File: src/rtl/reg_bank_reader.sv
// reg_bank_reader: DEPTH x WIDTH register bank that streams a full dump on start.
// Option: REG_BANK_READER_CLEAR_ON_READ_EN clears each word as its transfer completes.
module reg_bank_reader #(
    parameter int WIDTH = 8,
    parameter int DEPTH = 8,
    localparam int AW = $clog2(DEPTH)
) (
    input  logic             clk,
    input  logic             rst_n,
    input  logic             st,
    input  logic [AW-1:0]    waddr,
    input  logic [WIDTH-1:0] d,
    input  logic             start,
    output logic [WIDTH-1:0] o_data,
    output logic             o_valid,
    input  logic             o_ready,
    output logic             o_last,
    output logic             busy
);

    typedef enum logic {
        IDLE,
        SEND
    } state_t;

    localparam logic [AW-1:0] LAST_ADDR = AW'(DEPTH - 1);

    logic [WIDTH-1:0] mem [DEPTH];
    state_t           state;
    logic [AW-1:0]    rptr;
    logic [AW-1:0]    rptr_nxt;
    logic             xfer;

    assign rptr_nxt = rptr + AW'(1);
    assign xfer     = o_valid & o_ready;

    // A store on the transfer edge wins over the clear-on-read
    always_ff @(posedge clk or negedge rst_n) begin
        if (!rst_n) begin
            for (int i = 0; i < DEPTH; i++) begin
                mem[i] <= '0;
            end
        end else begin
`ifdef REG_BANK_READER_CLEAR_ON_READ_EN
            if (xfer) begin
                mem[rptr] <= '0;
            end
`endif
            if (st) begin
                mem[waddr] <= d;
            end
        end
    end

    always_ff @(posedge clk or negedge rst_n) begin
        if (!rst_n) begin
            state   <= IDLE;
            rptr    <= '0;
            o_data  <= '0;
            o_valid <= 1'b0;
            o_last  <= 1'b0;
            busy    <= 1'b0;
        end else begin
            unique case (state)
                IDLE: begin
                    if (start) begin
                        state   <= SEND;
                        rptr    <= '0;
                        o_data  <= mem[0];
                        o_valid <= 1'b1;
                        o_last  <= 1'b0;
                        busy    <= 1'b1;
                    end
                end
                SEND: begin
                    if (xfer) begin
                        if (!o_last) begin
                            rptr   <= rptr_nxt;
                            o_data <= mem[rptr_nxt];
                            o_last <= (rptr_nxt == LAST_ADDR);
                        end else begin
                            state   <= IDLE;
                            o_valid <= 1'b0;
                            o_last  <= 1'b0;
                            busy    <= 1'b0;
                        end
                    end
                end
                default: state <= IDLE;
            endcase
        end
    end

endmodule

File: config.mk
export PLATFORM = sky130hd
export DESIGN_NAME = reg_bank_reader
export DESIGN_NICKNAME = d
export VERILOG_FILES = /design/src/rtl/reg_bank_reader.sv
export SDC_FILE = /design/constraint.sdc
export NUM_CORES = 1
export LEC_CHECK = 0
export ABC_AREA = 1
export ABC_CLOCK_PERIOD_IN_PS = 2300
export CAP_MARGIN = 20
export CELL_PAD_IN_SITES_DETAIL_PLACEMENT = 0
export CELL_PAD_IN_SITES_GLOBAL_PLACEMENT = 1
export CORE_ASPECT_RATIO = 2
export CORE_UTILIZATION = 43
export DETAILED_ROUTE_END_ITERATION = 6
export PLACE_DENSITY_LB_ADDON = 0.1
export SLEW_MARGIN = 20
export SYNTH_ARGS = -nofsm -noshare
export SYNTH_HDL_FRONTEND = slang
export SYNTH_SLANG_ARGS = --single-unit
export TNS_END_PERCENT = 30
File: constraint.sdc
create_clock -name clk -period 2.3 [get_ports clk]
set_input_delay 0.345 -clock clk [delete_from_list [all_inputs] [get_ports clk]]
set_output_delay 0.345 -clock clk [all_outputs]
set_load 0.01 [all_outputs]
Yosys cells after proc, flatten, opt, wreduce, memory -nomap -nowiden

Index checks and enable logic that the tools add are counted.

Add/subtract/negate cells: 1
$lt $le $gt $ge: 3
Equal/unequal tests: 5
Multiplexer cells: 26
Bitwise logic cells: 4
Reduce and logical (&&, ||, !) cells: 4

Operators with widths:

| cell                                                        | number |
|---|---|
| bitwise mux 64 bit                                          | 1 |
| two-way mux 8 bit                                           | 6 |
| binary-select mux 8 bit (select 3 bit)                      | 1 |
| demux 8 bit (select 3 bit)                                  | 1 |
| case mux 8 bit (2 select lines)                             | 1 |
| two-way mux 1 bit                                           | 9 |
| two-way mux 3 bit                                           | 3 |
| greater-or-equal comparator 4 bit (second input constant)   | 2 |
| inverter 3 -> 4 bit                                         | 2 |
| inequality test 2 bit (second input constant)               | 3 |
| case mux 1 bit (2 select lines)                             | 3 |
| case mux 3 bit (2 select lines)                             | 1 |
| AND reduction 3 bit                                         | 2 |
| less-than comparator 4 x 1 -> 1 bit (second input constant) | 1 |
| adder 3 x 1 -> 3 bit (second input constant)                | 1 |
| == test 3 bit (second input constant)                       | 1 |
| inequality test 2 x 1 -> 1 bit (second input constant)      | 1 |
| AND reduction 2 bit                                         | 1 |
| bitwise AND 1 bit                                           | 1 |
| logical AND 1 bit                                           | 1 |
| inverter 1 bit                                              | 1 |

Bits in registers: 78
Input bits: 16
Output and inout port bits: 11
Word-level logic and storage cells: 56

Longest topological paths before layout

Gate-level depths: netlist (run 1).

Depth in word-level cells: 8
Depth in mapped cells: 13
Mapped depth without buffers: 9

Least setup slack after synthesis (run 1)

No wires, ideal clock.

Kind: register to register
From: register rptr[0]
To: register o_data[6]
Arrival time: 1774 ps
Setup slack: 464 ps
Cell stages (with the launch flop): 14
Path buffers: 4
Period minus slack after synthesis: 1836 ps
Cell sequence: dfrtp_1 -> buf_2 -> inv_2 -> buf_2 -> ha_1 -> buf_2 -> inv_2 -> buf_2 -> nand3_1 -> nand2_1 -> nand2_1 -> nand3_1 -> nand2_1 -> inv_1

Word-level cells in the longest chain between the ends: 8

RTL lines:

| element                                               | RTL line | source |
|---|---|---|
| from (decl)                                           | 30       | `logic [AW-1:0] rptr;` |
| from (signal assigned)                                | 78       | `rptr <= rptr_nxt;` |
| adder 3 x 1 -> 3 bit                                  | 34       | `assign rptr_nxt = rptr + AW'(1);` |
| inverter 3 -> 4 bit (implied by the code)             | 79       | `o_data <= mem[rptr_nxt];` |
| binary-select mux 8 bit (select 3 bit)                | 79       |  |
| two-way mux 8 bit (implied by the code) (2 in series) | 79       |  |
| two-way mux 8 bit                                     | 77       | `if (!o_last) begin` |
| two-way mux 8 bit                                     | 76       | `if (xfer) begin` |
| case mux 8 bit (2 select lines)                       | 64       | `unique case (state)` |
| to (signal assigned)                                  | 69       | `o_data <= mem[0];` |
| to (signal assigned)                                  | 79       |  |
| to (decl)                                             | 14       | `output logic [WIDTH-1:0] o_data,` |

Every way passes these cells. The select of a mux whose other input is x is not followed.
A chain may end at the register's enable or synchronous reset.

Final worst setup path (run 1)

From: register rptr[0]
To: register o_data[0]

Same word-level chain as after synthesis.

==> results of run 1 <==
## report_power, final
group | internal, W | switching (W) | leakage (nW) | total (W)
Sequential | 0.00159 | 0.000102 | 0.945 | 0.00169
Clock | 0.000723 | 0.000539 | 0.123 | 0.00126
Combinational | 0.000191 | 0.000284 | 1.26 | 0.000476
Total | 0.00250 | 0.000925 | 2.33 | 0.00343
## through the flow
step	total power (W)	worst slack [ns]	instances	utilization (%)
after CTS	0.003458	0.4192	651	51.47
after detailed placement	0.002190	0.4067	635	48.48
after floorplan	0.002027	0.4636	524	-
after global routing	0.003630	0.2911	651	51.47
after global placement	0.002177	0.4235	635	48.48
final	0.003426	0.4552	651	51.47
## path summary, 6_finish.rpt
check | end | depth (start not counted)
worst min-delay path | mem[56]$_DFFE_PN0P_ | 2
max in group asynchronous | mem[18]$_DFFE_PN0P_ | 3
worst max register to register | o_data[0]$_DFFE_PN0P_ | 9
worst max-delay path | o_data[0]$_DFFE_PN0P_ | 9
min in group asynchronous | mem[56]$_DFFE_PN0P_ | 2
worst min register to register | mem[56]$_DFFE_PN0P_ | 2
## worst max-delay path: cells and delay by family, from the launching register on
| kind | cells | cell delay (ns) |
|---|---|---|
| compound gates | 1 | 0.43 |
| buf+inv | 3 | 0.31 |
| flops | 1 | 0.42 |
| simple gates | 4 | 0.42 |
| fa+ha+maj | 1 | 0.22 |
## per-layer routing
layer | vias up | share of wire, % | global-route usage, %
met5 | - | 0 | 0
met4 | 0 | 3.0 | 11.22
met3 | 19 | 2.7 | 2.946
met2 | 59 | 51 | 37.27
met1 | 1458 | 44 | 26.49
li1 | 1644 | - | -
## cell families (layout without fill, tap and decap cells)
logic type      count (synthesis)  after routing
flops                          78             78
fa+ha+maj                       2              2
compound gates                 72             72
simple gates                  260            260
buf+inv                       112            139
## cells in the mapped netlist, drive strengths merged
master	n	share of area, %
a21oi	2	0.35
nor2	21	2.1
nand3	43	5.5
ha	2	0.64
o21ai	68	8.7
nand4	1	0.16
or2	8	1.3
clkbuf	7	0.68
buf	14	2.2
o31ai	1	0.19
inv	91	8.8
nor3	1	0.42
nand2	186	19
dfrtp	78	50
a31oi	1	0.16
## sequential cells by signal (all words and copies together), names as in the netlist
| signal | cells |
|---|---|
| mem | 64 |
| o_data | 8 |
| rptr | 3 |
| busy | 1 |
| o_last | 1 |
| state | 1 |
## area by class of cell
class	count	area (um^2)	share of cell area [%]
inverter	91	344.1	7.677
clock inverter	2	10.01	0.2233
clock buffer	13	240.2	5.360
sequential	78	1952	43.55
tap	100	125.1	2.792
timing repair buffer	33	325.3	7.259
multi-input combinational	334	1485	33.14
## repair_timing
item                      4_1_cts  5_1_grt
hold buffers                    1        0
buffers inserted                0        0
hold endpoints to repair       17        0
==> impl_results.md, run 1 <==
* CTS root buffer: clkbuf_16
* Initial Util at 44.70%
* Layout Nets at 565
* Routed via count at 3,180
* Hold slack at 0.4790 ns
* Skew final at 0.005000 ns
* CTS resizes at 0
* Final wirelength at 9088 um
* Critical path, cell by cell: buf_4 -> ha_1 -> inv_1 -> nand2_1 -> a21oi_2 -> nand2_1 -> nand3_1 -> nand2_1 -> inv_1
* Launch point of the worst path: rptr[0]$_DFFE_PN0P_
* Fraction of the mapped netlist area in compound gates at 9.450%
* Status: complete, no violations
* Cts bufs inserted at 9
* Setup TNS at 0 ns
* Largest net degree at the start of global routing at 43
* FMAX at 542.1 MHz
* Clock-pin slew on the worst setup and hold paths at 0.06 ns
* Routability cong. at 0.8077
* Congestion Overflow GR at 0
* Fillers at 908
* Share of layout cells above drive strength 1 at 5.989%
* Hold Fails Final Rpt at 0
* Simple-gate share of the synthesized area at 28.06%
* Tmin final at 1.845 ns
* P&R area growth vs syn at 15.14%
* Worst VDD drop at 486.8 uV
* Power per cell area at 764.3 nW/um^2
* CP max stage delay at 0.43 ns
* Clock latency on the worst-skew pair at 0.34 ns
* Mapped Nets at 542
* Leading cell type in the layout, fill and taps excluded: nand2_1
* Antenna cells at 0
* Die Ht at 136.6 um
* Setup violators final at 0
* Crit end category: register
* Mapped cell area at 3892 um^2
* Synth Instances at 524
* Vias in the first global route at 3,135
* DRT iter0 DRCs at 192
* Slew Viols, Final at 0
* Synth unique cells at 24
* GR Util All Layers at 21.74%
* Mux share of post-synthesis cell area at 0%
* WP data required at 2.58 ns
* Final period util at 80.21%
* # rows at 48
* Rel. slew slack at 61.38%
* HP Class: register to register
* Syn Area/Cell at 7.428 um^2
* Final antenna-violating net count at 0
* CTS tree: yes
* Adder-Cell Fraction of Synth Area at 0.6429%
* Die footprint at 9460 um^2
* WL per Instance at 13.96 um
* Sequential share of the synthesized area at 50.14%
* CTS max path bufs at 2
* Die span in x at 69.28 um
* Antenna violations before repair at 0
* Avg Vias per Cell at 4.885
* Top-level I/O count at 27
* Synth warnings at 0
* RR Startpoint: rptr[0]$_DFFE_PN0P_
* First-pass GRT wire length at 15,660 um
* Synth Register Bits at 78
* Crit-path slowest cell: a21oi_2
* Core box area at 8708 um^2
* FF-to-FF setup slack at 0.46 ns
* Hold Path Origin: mem[56]$_DFFE_PN0P_
* Setup crit start kind: register
* Most used cell, CP: nand2_1
* Drt pass-1 iters at 4
* Leak pwr at 2.326 nW
* Max-cap check violation count at 0
* Placed inst area at 4222 um^2
* HPWL Detailed at 6287 um
* Data arrival time of the critical path at 2.13 ns
* Clock sink count at 78
* Port bufs at 26
* Worst Tran Pin Value at 0.5776 ns
* Synth Area in XOR/XNOR at 0%
* Unrepaired setup endpoints after global routing: false
* DRC viols at 0
* Largest family of logic cells by synthesized area: simple AND/OR/NAND/NOR gates
* Most frequent cells in the layout: nand2_1 (182), inv_1 (85), dfrtp_1 (78)
* H-tree depth reported by CTS at 3
* Kind of critical path: register to register
* Post-route cell area at 4482 um^2
* Largest fanout on the critical path at 13
Power figures use the tool's default switching activity.
==> run 2: changes to the inputs <==
--- a/config.mk
+++ b/config.mk
@@ -6,7 +6,7 @@
 export NUM_CORES = 1
 export LEC_CHECK = 0
 export ABC_AREA = 1
-export ABC_CLOCK_PERIOD_IN_PS = 2300
+export ABC_CLOCK_PERIOD_IN_PS = 1700
 export CAP_MARGIN = 20
 export CELL_PAD_IN_SITES_DETAIL_PLACEMENT = 0
 export CELL_PAD_IN_SITES_GLOBAL_PLACEMENT = 1
==> constraint.sdc (replaced) <==
create_clock -name clk -period 1.7 [get_ports clk]
set_input_delay 0.255 -clock clk [delete_from_list [all_inputs] [get_ports clk]]
set_output_delay 0.255 -clock clk [all_outputs]
set_load 0.01 [all_outputs]
==> impl_results.md, run 2 (synthesis results as in run 1) <==
* DRT iter0 DRCs at 144 (-25%)
* CTS root buffer: clkbuf_16
* Congestion Overflow GR at 0 (unchanged)
* Max reg flops at 64 (unchanged)
* Tmin final at 1.574 ns (-0.2705 ns)
* Max-cap check violation count at 0 (unchanged)
* GR Util All Layers at 22.06% (+0.33 points)
* Hold slack at 0.3804 ns (-0.09859 ns)
* P&R area growth vs syn at 20.64%
* DRC viols at 0 (unchanged)
* Total power at 0.004989 W (+46%)
* Post-route cell area at 4696 um^2 (+4.8%)
* Slew Viols, Final at 0 (unchanged)
* Skew final at 0.006940 ns (+0.001940 ns)
* Final period util at 92.61% (+12 points)
* FMAX at 635.2 MHz (+17%)
* Largest net degree at the start of global routing at 51 (+19%)
* Worst Tran Pin Value at 0.4755 ns (-0.1022 ns)
* Worst r2r dst: o_data[5]$_DFFE_PN0P_
* Power per cell area at 1062 nW/um^2 (+39%)
* WP data required at 1.98 ns (-0.60 ns)
* Rel. slew slack at 68.23% (+6.8 points)
* Kind of critical path: register to register
* FF-to-FF setup slack at 0.13 ns (-0.33 ns)
* Status: complete, no violations
* First-pass GRT wire length at 15,880 um (+1.4%)
* Final antenna-violating net count at 0 (unchanged)
* Top reg by flops: mem
* HPWL Detailed at 6605 um (+5.1%)
* Port bufs at 26 (unchanged)
* Share of layout cells above drive strength 1 at 9.011% (+3.0 points)
* Die span in x at 69.28 um (unchanged)
* CTS max path bufs at 2 (unchanged)
* Leak pwr at 2.440 nW (+4.9%)
* Cts bufs inserted at 9 (unchanged)
* HP Class: input pin to async pin
* # rows at 48 (unchanged)
* Post-CTS Setup Inserts at 0 (unchanged)
* Antenna cells at 0 (unchanged)
* Vias in the first global route at 3,321 (+5.9%)
* Crit end category: register
* Largest fanout on the critical path at 9 (-4)
* Initial Util at 44.70% (unchanged)
* Finished Core Util at 53.92% (+2.5 points)
* Routability cong. at 0.8361 (+3.5%)
* Final wirelength at 9236 um (+1.6%)
* Unrepaired setup endpoints after global routing: false
* Clock latency on the worst-skew pair at 0.34 ns (about the same)
* Setup violators final at 0 (unchanged)
* Reg2reg path depth at 10 (+1)
* WL per Instance at 13.87 um (-0.66%)
* Clock-pin slew on the worst setup and hold paths at 0.06 ns (about the same)
* CTS tree: yes
* Layout Nets at 579 (+2.5%)
* RR Startpoint: rptr[0]$_DFFE_PN0P_
* Top flop regs: mem x64, o_data x8, rptr x3
* Setup crit start kind: register
* Die footprint at 9460 um^2 (unchanged)
* Die Ht at 136.6 um (unchanged)
* H-tree depth reported by CTS at 3 (unchanged)
* Core box area at 8708 um^2 (unchanged)
* Data arrival time of the critical path at 1.86 ns (-0.27 ns)
* Setup TNS at 0 ns (unchanged)
* Hold Fails Final Rpt at 0 (unchanged)
* Drt pass-1 iters at 4 (unchanged)
* Avg Vias per Cell at 5.024 (+2.9%)
* Routed via count at 3,346 (+5.2%)
* Leading cell type in the layout, fill and taps excluded: nand2_1
* Placed inst area at 4367 um^2 (+3.4%)
* Antenna violations before repair at 0 (unchanged)
* Worst VDD drop at 637.6 uV (+31%)
* Top-level I/O count at 27 (unchanged)
* Clock sink count at 78 (unchanged)
* Most frequent cells in the layout: nand2_1 (182), inv_1 (85), dfrtp_1 (78)
==> run 2: changes by cell type in the layout (fill, tap and decap cells not counted) <==
cell and delta:
buf_12 +3, buf_4 +11, bufinv_16 +2, clkbuf_1 -2
clkbuf_8 +1, inv_2 -1, inv_4 +1, nor2_1 -1
nor2_2 +1
==> run 2: critical path, stage by stage (launching register included) <==
cell     delay, ns
dfrtp_1       0.41
inv_4         0.04
ha_1          0.35
inv_2         0.10
buf_4         0.18
nand3_1       0.09
nand2_1       0.10
nand2_1       0.06
nand3_1       0.09
nand2_1       0.05
inv_1         0.04
==> run 2: worst max-delay path by stage <==
stage                         from                     to  slack [ns]  cells after the start
2_1_floorplan  rptr[0]$_DFFE_PN0P_  o_data[6]$_DFFE_PN0P_       0.005                     13
3_3_place_gp              waddr[1]    mem[45]$_DFFE_PN0P_        0.02                      6
3_5_place_dp              waddr[1]    mem[47]$_DFFE_PN0P_       -0.02                      5
4_1_cts        rptr[0]$_DFFE_PN0P_  o_data[2]$_DFFE_PN0P_        0.11                     10
5_1_grt        rptr[0]$_DFFE_PN0P_  o_data[2]$_DFFE_PN0P_        0.01                     10
6_report       rptr[0]$_DFFE_PN0P_  o_data[5]$_DFFE_PN0P_        0.13                     10
==> run 2: layer usage <==
layer	wire, um	track usage, %	up-vias	share of wire, %
li1	-	-	1684	-
met1	3867	25.52	1564	42
met2	4757	38.67	74	52
met3	305	4.197	24	3.3
met4	305	11.00	0	3.3
met5	0	0	-	0
==> run 2: area by class of cell <==
class | instances | area (um^2)
multi-input combinational | 334 | 1488
timing repair buffer | 47 | 467.9
fill | 837 | 4013
tap | 100 | 125.1
sequential | 78 | 1952
inverter | 91 | 346.6
clock inverter | 4 | 70.07
clock buffer | 12 | 246.5
==> run 2: stage by stage <==
stage / cells / setup WS, ns
2_1_floorplan: 524 / 0.005319
3_3_place_gp: 649 / 0.02103
3_5_place_dp: 649 / -0.02169
4_1_cts: 666 / 0.1116
5_1_grt: 666 / 0.01034
6_report: 666 / 0.1257
==> run 2: power by group <==
part | internal [W] | switching, W | leakage [nW] | total (W)
combinational | 0.000271 | 0.000400 | 1.34 | 0.000671
clock | 0.00132 | 0.000717 | 0.157 | 0.00204
sequential | 0.00215 | 0.000135 | 0.945 | 0.00228
==> run 2: timing repair <==
action / 4_1_cts / 5_1_grt
endpoints found under the hold margin: 28 / 0
endpoints found under the setup margin: 0 / 8
hold buffers: 1 / 0
resized for setup: 0 / 1
==> run 3: changes to the inputs <==
--- a/config.mk
+++ b/config.mk
@@ -12,8 +12,9 @@
 export CELL_PAD_IN_SITES_GLOBAL_PLACEMENT = 1
 export CORE_ASPECT_RATIO = 2
 export CORE_UTILIZATION = 43
+export CTS_CLUSTER_DIAMETER = 60
 export DETAILED_ROUTE_END_ITERATION = 6
-export PLACE_DENSITY_LB_ADDON = 0.1
+export PLACE_DENSITY = 0.84
 export SLEW_MARGIN = 20
 export SYNTH_ARGS = -nofsm -noshare
 export SYNTH_HDL_FRONTEND = slang
==> impl_results.md, run 3 (synthesis results as in run 1) <==
* Skew final at 0.004493 ns (-0.002447 ns)
* Leak pwr at 2.421 nW (-0.82%)
* HPWL Detailed at 6844 um (+3.6%)
* Port bufs at 26 (unchanged)
* Setup violators final at 0 (unchanged)
* Top-level I/O count at 27 (unchanged)
* Core box area at 8708 um^2 (unchanged)
* # rows at 48 (unchanged)
* CTS root buffer: clkbuf_16
* Die footprint at 9460 um^2 (unchanged)
* Share of layout cells above drive strength 1 at 8.719% (-0.29 points)
* Data arrival time of the critical path at 1.84 ns (-0.02 ns)
* Final wirelength at 9460 um (+2.4%)
* Initial Util at 44.70% (unchanged)
* Top flop regs: mem x64, o_data x8, rptr x3
* CP max stage delay at 0.43 ns (+0.02 ns)
* Worst VDD drop at 525.8 uV (-18%)
* Avg Vias per Cell at 5.056 (+0.63%)
* Fin worst setup slack at 0.1393 ns (+0.01360 ns)
* Worst Tran Pin Value at 0.4483 ns (-0.02721 ns)
* Cts bufs inserted at 9 (unchanged)
* Total power at 0.004921 W (-1.4%)
* Most used cell, CP: nand2_1
* Critical path, cell by cell: ha_1 -> nand2_1 -> buf_4 -> a21oi_2 -> buf_4 -> nand2_1 -> nand3_1 -> nand2_1 -> inv_1
* H-tree depth reported by CTS at 3 (unchanged)
* Rel. slew slack at 70.04% (+1.8 points)
* Top delay family on crit path: flip-flops
* Most frequent cells in the layout: nand2_1 (182), inv_1 (85), dfrtp_1 (78)
* CTS max path bufs at 2 (unchanged)
* Hold Fails Final Rpt at 0 (unchanged)
* FMAX at 640.7 MHz (+0.87%)
* DRT iter0 DRCs at 246 (+71%)
* Slew Viols, Final at 0 (unchanged)
* Top reg by flops: mem
* Reg2reg path depth at 9 (-1)
* Clock-pin slew on the worst setup and hold paths at 0.06 ns (about the same)
* Routability cong. at 0.8576 (+2.6%)
* Worst r2r dst: o_data[0]$_DFFE_PN0P_
* Tmin final at 1.561 ns (-0.01360 ns)
* Leading cell type in the layout, fill and taps excluded: nand2_1
* Crit end category: register
* Antenna cells at 0 (unchanged)
* Drt pass-1 iters at 4 (unchanged)
* Max-cap check violation count at 0 (unchanged)
* Congestion Overflow GR at 0 (unchanged)
* Power per cell area at 1055 nW/um^2 (-0.70%)
* DRC viols at 0 (unchanged)
* Die span in x at 69.28 um (unchanged)
* Unrepaired setup endpoints after global routing: false
* Kind of critical path: register to register
* HP Class: input pin to async pin
* Status: complete, no violations
* Final antenna-violating net count at 0 (unchanged)
* Largest fanout on the critical path at 4 (-5)
* Crit-path slowest cell: dfrtp_1
* Setup WS pre-CTS at 0.04204 ns (+0.06373 ns)
* Fillers at 861 (+2.9%)
* CTS tree: yes
* Final period util at 91.81% (-0.80 points)
* Launch point of the worst path: rptr[1]$_DFFE_PN0P_
* GR Util All Layers at 22.09% (+0.025 points)
* Layout Nets at 575 (-0.69%)
* Die Ht at 136.6 um (unchanged)
* CP bufs+invs at 3 (-1)
* Vias in the first global route at 3,325 (+0.12%)
* First-pass GRT wire length at 15,810 um (-0.43%)
* RR Startpoint: rptr[1]$_DFFE_PN0P_
* Routed via count at 3,347 (+0.030%)
* P&R area growth vs syn at 19.83%
* Antenna violations before repair at 0 (unchanged)
* Max reg flops at 64 (unchanged)
* Setup crit start kind: register
* Clock latency on the worst-skew pair at 0.34 ns (about the same)
* WP data required at 1.98 ns (about the same)
* FF-to-FF setup slack at 0.14 ns (about the same)
* Clock sink count at 78 (unchanged)
* WL per Instance at 14.29 um (+3.0%)
* Setup TNS at 0 ns (unchanged)
* Largest net degree at the start of global routing at 35 (-31%)
-- run 3: per-layer routing --
metal	wire, um	track usage (%)	part of all wire, %	up-vias
met5	0	0	0	-
met4	451	16.10	4.8	0
met3	313	3.019	3.3	32
met2	4999	39.21	53	92
met1	3696	23.72	39	1563
li1	-	-	-	1660
-- run 3: area by class of cell --
| cell class | count | area (um^2) | area share, % |
|---|---|---|---|
| sequential | 78 | 1952 | 41.85 |
| multi-input combinational | 334 | 1500 | 32.16 |
| timing repair buffer | 43 | 436.7 | 9.362 |
| inverter | 91 | 349.1 | 7.484 |
| clock buffer | 12 | 256.5 | 5.499 |
| tap | 100 | 125.1 | 2.682 |
| clock inverter | 4 | 45.04 | 0.9657 |
-- run 3: worst max-delay path by stage --
stage          slack [ns]  depth (start not counted)                     to
6_report             0.14                          9  o_data[0]$_DFFE_PN0P_
5_1_grt              0.03                          9  o_data[2]$_DFFE_PN0P_
4_1_cts               0.1                          9  o_data[2]$_DFFE_PN0P_
3_5_place_dp         0.04                          6    mem[45]$_DFFE_PN0P_
3_3_place_gp         0.06                          6    mem[44]$_DFFE_PN0P_
2_1_floorplan       0.005                         13  o_data[6]$_DFFE_PN0P_
-- run 3: repair_timing --
item / 4_1_cts / 5_1_grt
resized for setup: 0 / 7
endpoints found under the setup margin: 0 / 6
hold buffers: 1 / 0
endpoints found under the hold margin: 24 / 0
setup buffers: 0 / 0
-- run 3: power breakdown --
group	switching [W]	leakage [nW]	total (W)	internal, W
clock network	0.000745	0.152	0.00195	0.00121
registers	0.000143	0.945	0.00229	0.00215
logic	0.000407	1.32	0.000678	0.000271
-- run 3: through the flow --
| stage | util (%) | cells | hold WS [ns] | cell area, um^2 |
|---|---|---|---|---|
| global route | 53.56 | 662 | 0.3996 | 4664 |
| global placement | 49.66 | 645 | 0.1895 | 4324 |
| CTS | 53.23 | 662 | 0.3828 | 4636 |
| detailed placement | 49.66 | 645 | 0.1937 | 4324 |
| floorplan | - | 524 | -0.04059 | 3910 |
| finish | 53.56 | 662 | 0.3724 | 4664 |
